--- config.mk ---
export PLATFORM = sky130hd
export DESIGN_NAME = cache_1_tag_ctrl
export DESIGN_NICKNAME = d
export VERILOG_FILES = /design/src/rtl/cache_1_pkg.sv /design/src/rtl/cache_1_stat_ctr.sv /design/src/rtl/cache_1_tag_ctrl.sv
export SDC_FILE = /design/constraint.sdc
export NUM_CORES = 1
export LEC_CHECK = 0
export ABC_AREA = 1
export BUFFER_PORTS_ARGS = -buffer_cell sky130_fd_sc_hd__buf_2
export CAP_MARGIN = 40
export CORE_ASPECT_RATIO = 1.25
export CORE_MARGIN = 1
export CORE_UTILIZATION = 30
export DETAILED_ROUTE_END_ITERATION = 7
export SETUP_SLACK_MARGIN = 0.1
export SLEW_MARGIN = 20
export SYNTH_ARGS = -nofsm -noshare
export SYNTH_HDL_FRONTEND = slang
export SYNTH_SLANG_ARGS = --single-unit
--- constraint.sdc ---
create_clock -name clock -period 1.59 [get_ports clock]
set_input_delay 0.318 -clock clock [delete_from_list [all_inputs] [get_ports clock]]
set_output_delay 0.318 -clock clock [all_outputs]
set_load 0.01 [all_outputs]
--- src/rtl/cache_1_pkg.sv ---
// rtl/cache_1_pkg.sv - shared constants, state codes and tag-compare helper for the L1 tag controller
package cache_1_pkg;

    localparam int CACHE_AWIDTH = 3;
    localparam int CACHE_TWIDTH = 13;

    typedef logic [2:0] state_t;

    localparam state_t ST_INIT    = 3'd0;
    localparam state_t ST_IDLE    = 3'd1;
    localparam state_t ST_LOOKUP  = 3'd2;
    localparam state_t ST_COMPARE = 3'd3;
    localparam state_t ST_REFILL  = 3'd4;
    localparam state_t ST_UPDATE  = 3'd5;
    localparam state_t ST_INVAL   = 3'd6;

    // A tag RAM entry is {valid, tag}.
    function automatic int entry_width(input int twidth);
        return twidth + 1;
    endfunction

    // Tags are zero-extended to 32 bits by the caller so any TWIDTH up to 32 fits.
    function automatic logic tag_match(input logic valid, input logic [31:0] stored,
                                       input logic [31:0] want);
        return valid && (stored == want);
    endfunction

endpackage

--- src/rtl/cache_1_stat_ctr.sv ---
// rtl/cache_1_stat_ctr.sv - saturating event counter with increment enable
module cache_1_stat_ctr #(
    parameter int W = 16
) (
    input  logic         clock,
    input  logic         reset_n,
    input  logic         inc_i,
    output logic [W-1:0] count_o
);

    logic [W-1:0] cnt_q;
    logic [W-1:0] cnt_d;

    // Count up on each enable, holding once all ones is reached.
    always_comb begin
        cnt_d = cnt_q;
        if (inc_i && (cnt_q != {W{1'b1}})) begin
            cnt_d = cnt_q + 1'b1;
        end
    end

    // Counter register, cleared only by reset.
    always_ff @(posedge clock or negedge reset_n) begin
        if (!reset_n) begin
            cnt_q <= '0;
        end else begin
            cnt_q <= cnt_d;
        end
    end

    assign count_o = cnt_q;

endmodule

--- src/rtl/cache_1_tag_ctrl.sv ---
// rtl/cache_1_tag_ctrl.sv - direct-mapped L1 tag controller; CACHE_1_TAG_STATS_EN adds hit/miss counters
module cache_1_tag_ctrl
    import cache_1_pkg::*;
#(
    parameter int AWIDTH = CACHE_AWIDTH,
    parameter int TWIDTH = CACHE_TWIDTH,
    parameter int STAT_W = 16
) (
    input  logic                     clock,
    input  logic                     reset_n,
    input  logic                     cpu_req,
    input  logic                     cpu_op,
    input  logic [TWIDTH+AWIDTH-1:0] cpu_addr,
    output logic                     cpu_ready,
    output logic                     cpu_done,
    output logic                     cpu_hit,
    output logic [AWIDTH-1:0]        tag_addr,
    output logic [TWIDTH:0]          tag_wdata,
    output logic                     tag_we,
    input  logic [TWIDTH:0]          tag_rdata,
    output logic                     mem_req,
    output logic [TWIDTH+AWIDTH-1:0] mem_addr,
    input  logic                     mem_ack,
    output logic [STAT_W-1:0]        hit_count,
    output logic [STAT_W-1:0]        miss_count
);

    localparam int DWIDTH    = entry_width(TWIDTH);
    localparam int VALID_BIT = DWIDTH - 1;
    localparam logic [AWIDTH-1:0] LAST_IDX = {AWIDTH{1'b1}};

    state_t                     state_q, state_d;
    logic [AWIDTH-1:0]          init_cnt_q, init_cnt_d;
    logic [TWIDTH+AWIDTH-1:0]   addr_q, addr_d;

    logic [AWIDTH-1:0]          req_idx;
    logic [TWIDTH-1:0]          req_tag;
    logic                       hit;

    assign req_idx = addr_q[AWIDTH-1:0];
    assign req_tag = addr_q[TWIDTH+AWIDTH-1:AWIDTH];
    assign hit     = tag_match(tag_rdata[VALID_BIT], 32'(tag_rdata[TWIDTH-1:0]), 32'(req_tag));

    // Next-state logic: init sweep, request dispatch, compare and refill sequencing.
    always_comb begin
        state_d    = state_q;
        init_cnt_d = init_cnt_q;
        addr_d     = addr_q;
        case (state_q)
            ST_INIT: begin
                if (init_cnt_q == LAST_IDX) begin
                    state_d = ST_IDLE;
                end else begin
                    init_cnt_d = init_cnt_q + 1'b1;
                end
            end
            ST_IDLE: begin
                if (cpu_req) begin
                    addr_d  = cpu_addr;
                    state_d = cpu_op ? ST_INVAL : ST_LOOKUP;
                end
            end
            ST_LOOKUP:  state_d = ST_COMPARE;
            ST_COMPARE: state_d = hit ? ST_IDLE : ST_REFILL;
            ST_REFILL: begin
                if (mem_ack) begin
                    state_d = ST_UPDATE;
                end
            end
            ST_UPDATE:  state_d = ST_IDLE;
            ST_INVAL:   state_d = ST_IDLE;
            default:    state_d = ST_INIT;
        endcase
    end

    // State, sweep counter and latched request address.
    always_ff @(posedge clock or negedge reset_n) begin
        if (!reset_n) begin
            state_q    <= ST_INIT;
            init_cnt_q <= '0;
            addr_q     <= '0;
        end else begin
            state_q    <= state_d;
            init_cnt_q <= init_cnt_d;
            addr_q     <= addr_d;
        end
    end

    // Outputs decoded from state; the write strobe is held low while reset is asserted
    // so the sweep's first write lands on the first clock after release.
    always_comb begin
        cpu_ready = (state_q == ST_IDLE);
        cpu_hit   = (state_q == ST_COMPARE) && hit;
        cpu_done  = cpu_hit || (state_q == ST_UPDATE) || (state_q == ST_INVAL);
        tag_we    = reset_n && ((state_q == ST_INIT) || (state_q == ST_UPDATE) ||
                                (state_q == ST_INVAL));
        tag_addr  = (state_q == ST_INIT) ? init_cnt_q : req_idx;
        tag_wdata = (state_q == ST_UPDATE) ? {1'b1, req_tag} : '0;
        mem_req   = (state_q == ST_REFILL);
        mem_addr  = addr_q;
    end

`ifdef CACHE_1_TAG_STATS_EN
    logic hit_inc;
    logic miss_inc;

    assign hit_inc  = (state_q == ST_COMPARE) && hit;
    assign miss_inc = (state_q == ST_COMPARE) && !hit;

    cache_1_stat_ctr #(.W(STAT_W)) u_hit_ctr (
        .clock   (clock),
        .reset_n (reset_n),
        .inc_i   (hit_inc),
        .count_o (hit_count)
    );

    cache_1_stat_ctr #(.W(STAT_W)) u_miss_ctr (
        .clock   (clock),
        .reset_n (reset_n),
        .inc_i   (miss_inc),
        .count_o (miss_count)
    );
`else
    assign hit_count  = '0;
    assign miss_count = '0;
`endif

endmodule

Word level (Yosys, flattened, before mapping)

Cells that the tools add are included.

Register bits: 22
Bits of input ports: 35
Output and inout bits: 70
Logic and storage cells: 36

Add/subtract/negate cells: 1
Equality and inequality tests: 11
Muxes and demuxes: 8
Bitwise operators: 1
Reductions and logical operators: 12

Operators with widths:

| kind                                                 | count |
|---|---|
| two-way mux 3 bit                                    | 6 |
| one-hot mux 3 bit (6 select lines)                   | 1 |
| two-way mux 14 bit                                   | 1 |
| equality test 13 bit                                 | 1 |
| equality test 3 bit (second input constant)          | 4 |
| equality test 3 x 2 -> 1 bit (second input constant) | 2 |
| logical OR 1 bit                                     | 4 |
| != test 2 bit (second input constant)                | 2 |
| AND reduction 2 bit                                  | 2 |
| adder 3 x 1 -> 3 bit (second input constant)         | 1 |
| equality test 3 x 1 -> 1 bit (second input constant) | 1 |
| logical AND 1 bit                                    | 3 |
| logical NOT 3 bit                                    | 1 |
| AND reduction 3 bit                                  | 1 |
| != test 2 x 1 -> 1 bit (second input constant)       | 1 |
| OR reduction 2 bit                                   | 1 |
| NOT 1 bit                                            | 1 |

Logic depth before layout (Yosys ltp)

Word-level depth: 5
Mapped depth: 11
Depth with buffers taken out: 11

Least setup slack after synthesis

OpenSTA, ideal clock, no wires.

Path type: register to output
Start point: reg addr_q[3] (netlist: mem_addr[3])
End point: out cpu_hit
Arrival time: 1.183 ns
Required time: 1.272 ns
Path slack: 0.089 ns
Cell stages (with the launch flop): 7
Buffers on the path: 0
Cell sequence: dfrtp_1 -> inv_1 -> nor2_1 -> or2_0 -> nor3_1 -> nand3_1 -> nor2_1

Word-level cells in the longest chain between the ends: 3

Ends and longest elaborated chain:

| element                | line                   | source |
|---|---|---|
| from (decl)            | cache_1_tag_ctrl.sv:34 | `logic [TWIDTH+AWIDTH-1:0] addr_q, addr_d;` |
| from (signal assigned) | cache_1_tag_ctrl.sv:85 | `addr_q <= addr_d;` |
| equality test 13 bit   | cache_1_pkg.sv:25      | `return valid && (stored == want);` |
| logical AND 1 bit      | cache_1_pkg.sv:25      |  |
| logical AND 1 bit      | cache_1_tag_ctrl.sv:93 | `cpu_hit = (state_q == ST_COMPARE) && hit;` |
| to (decl)              | cache_1_tag_ctrl.sv:16 | `output logic cpu_hit,` |

Every way passes these cells.

Worst setup path in the final report

Start point: reg addr_q[11] (netlist: mem_addr[11])
End point: out cpu_hit

Same word-level chain as after synthesis.

==> run summary <==
outcome -> finished, violations left
violated checks -> setup timing
clk_lat worst skew -> 270 ps
Post-DRT Antenna Nets -> 0
final setup margin -> -241 ps
dpl cells -> 395
Post-Place Cell Area -> 2120 um^2
P_leak -> 1.50 nW
Longest Clk Path Bufs -> 2
Post-Syn Area per Cell -> 6.86 um^2
Hold-fix buffers, CTS -> 0
worst min path class -> in2async
post-route cell area -> 2730 um^2
commonest non-fill, non-tap cell in the layout -> buf_2
GPL Wtd Cong -> 0.809
die height -> 86.4 um
Crit Path Class -> reg2out
DRC viols -> 0
Synth cell types -> 26
Fin. Hold Viols -> 0
Ys Warns -> 0
DR vias/cell -> 4.33
peak supply drop -> 0.874 mV
CTS tree -> done
Core Area -> 5440 um^2
full die area -> 6000 um^2
GRT Util Overall -> 15.5%
max-cap viol count -> 0
DR iter-0 viols -> 31
Die W -> 69.5 um
Final setup viols -> 20
CP Data Required Time -> 1270 ps
Antenna Cells -> 0
first-pass GRT wire length -> 7.34 mm
Final Cycle Share -> 115%
routed len/inst -> 11.9 um
Hold Slack -> 69.1 ps
routed wire length -> 4.89 mm
final core utilization -> 50.1%
FF-to-FF Start -> state_q[0]$_DFFE_PN0P_
Final min period -> 1830 ps
Design Power -> 4.54 mW
RSZ-0062 raised after global routing -> true
via count -> 1784
Ports -> 105
Initial Util -> 31.4%
# port buffers -> 72
TritonRoute pass-1 iters -> 4
R2R cell count -> 9
TNS Setup -> -1920 ps
WP data arrival -> 1510 ps
Worst setup startpoint -> mem_addr[11]$_DFFE_PN0P_
global route total overflow -> 0
Yosys reg bits -> 22
initial antenna violation count -> 0
clock sink count -> 22
final std cells w/o fill -> 412
Pins Over Slew Limit -> 0
nets -> 387
synthesized instance count -> 249
CTS clk-pin slew, worst paths -> 90 ps
vias in the first global route -> 1590
CTS HTree Levels -> 1
Setup Skew -> 6.58 ps
ratio of cells with drive above 1 in the final layout -> 53.7%
Crit Path Max Fanout -> 3
Post-Syn Area -> 1710 um^2
largest net degree at the start of global routing -> 23
HPWL after DPL -> 3.46 mm
root buffer cell -> clkbuf_8
most frequent cells in the layout -> 58 x buf_2, 54 x nand2_1, 32 x conb_1
achievable frequency -> 546 MHz
Rows -> 30
Area Overhead vs Synth -> 59.6%
dpl ws -> -46.0 ps
sequential share of the synthesized area -> 32.2%
Pwr per Cell Area -> 1660 nW/um^2
Worst setup SP type -> register
CTS Buf Count -> 3
Worst setup EP type -> primary output
[worst paths after layout]
check                                            end  slack [ps]
max                                          cpu_hit        -240
max reg2reg                  mem_addr[0]$_DFFE_PN0P_         100
max in group asynchronous     state_q[1]$_DFFE_PN0P_        1260
min reg2reg                init_cnt_q[0]$_DFFE_PN0P_         520
min in group clock           mem_addr[1]$_DFFE_PN0P_         280
min                          mem_addr[9]$_DFFE_PN0P_          70
[cell usage after synthesis]
cell type  number  area, um^2
clkbuf_1        1        3.75
or2_2           1        6.26
a21boi_0        1        7.51
conb_1          1        3.75
nor2_1         42         158
nand3_1         6        30.0
or2_0           1        6.26
inv_2           3        11.3
a21oi_1         4        20.0
nand2_2         3        18.8
a21oi_2        10        87.6
buf_6           2        22.5
xnor2_1         1        8.76
nor3_1          2        10.0
mux2_4          3        45.0
inv_1          33         124
o21ai_0         2        10.0
xor2_1          1        8.76
nor4_1          2        12.5
buf_2           1        5.00
buf_4          32         240
ha_1            2        25.0
nor2_4          2        22.5
nand4_1         2        12.5
dfrtp_1        22         551
nand2_1        69         259
[registers in the layout, indices dropped and copies added, names as in the netlist]
register    count
init_cnt_q      3
mem_addr       16
state_q         3
[critical path, stage by stage (launching register included)]
cell,delay [ps]
dfrtp_1,360
inv_1,60
nand2_1,50
nand2_1,100
nor4_2,300
nand3_1,130
nor2_2,110
buf_2,140
[power by group]
part / switching (mW) / total [mW] / leakage, nW / internal, mW
Clock: 0.196 / 0.366 / 0.0216 / 0.170
Combinational: 1.64 / 3.11 / 1.23 / 1.47
Sequential: 0.233 / 1.06 / 0.247 / 0.826
Total: 2.07 / 4.54 / 1.50 / 2.46
[area by class of cell]
type,count,area [um^2]
Sequential cell,22,553
Timing Repair Buffer,101,752
Clock buffer,3,41.3
Multi-Input combinational cell,186,1150
Inverter,36,150
Tap cell,64,80.1
Fill cell,549,2720
[layer usage]
| layer | wire length [um] | up-vias | GRT usage (%) |
|---|---|---|---|
| met3 | 277 | 2 | 2.79 |
| li1 | - | 891 | - |
| met4 | 19 | 0 | 3.34 |
| met5 | 0 | - | 0 |
| met1 | 1950 | 818 | 18.3 |
| met2 | 2650 | 73 | 28.9 |
[repair_timing]
action	CTS	global route
buffers inserted	5	7
gates cloned	1	1
endpoints found under the hold margin	0	0
gates resized for setup	23	99
setup endpoints to repair	21	38
pin swaps	7	20
[logic make-up after synthesis]
group,synth area share [%]
AOI/OAI and AO/OA,7.32
xor gates and xnor gates,1.03
adders and majority gates,1.46
buffers and inverters,23.8
DFF,32.2
muxes,2.64
other,0.219
and+or+nand+nor,31.3
Power figures use the tool's default switching activity.
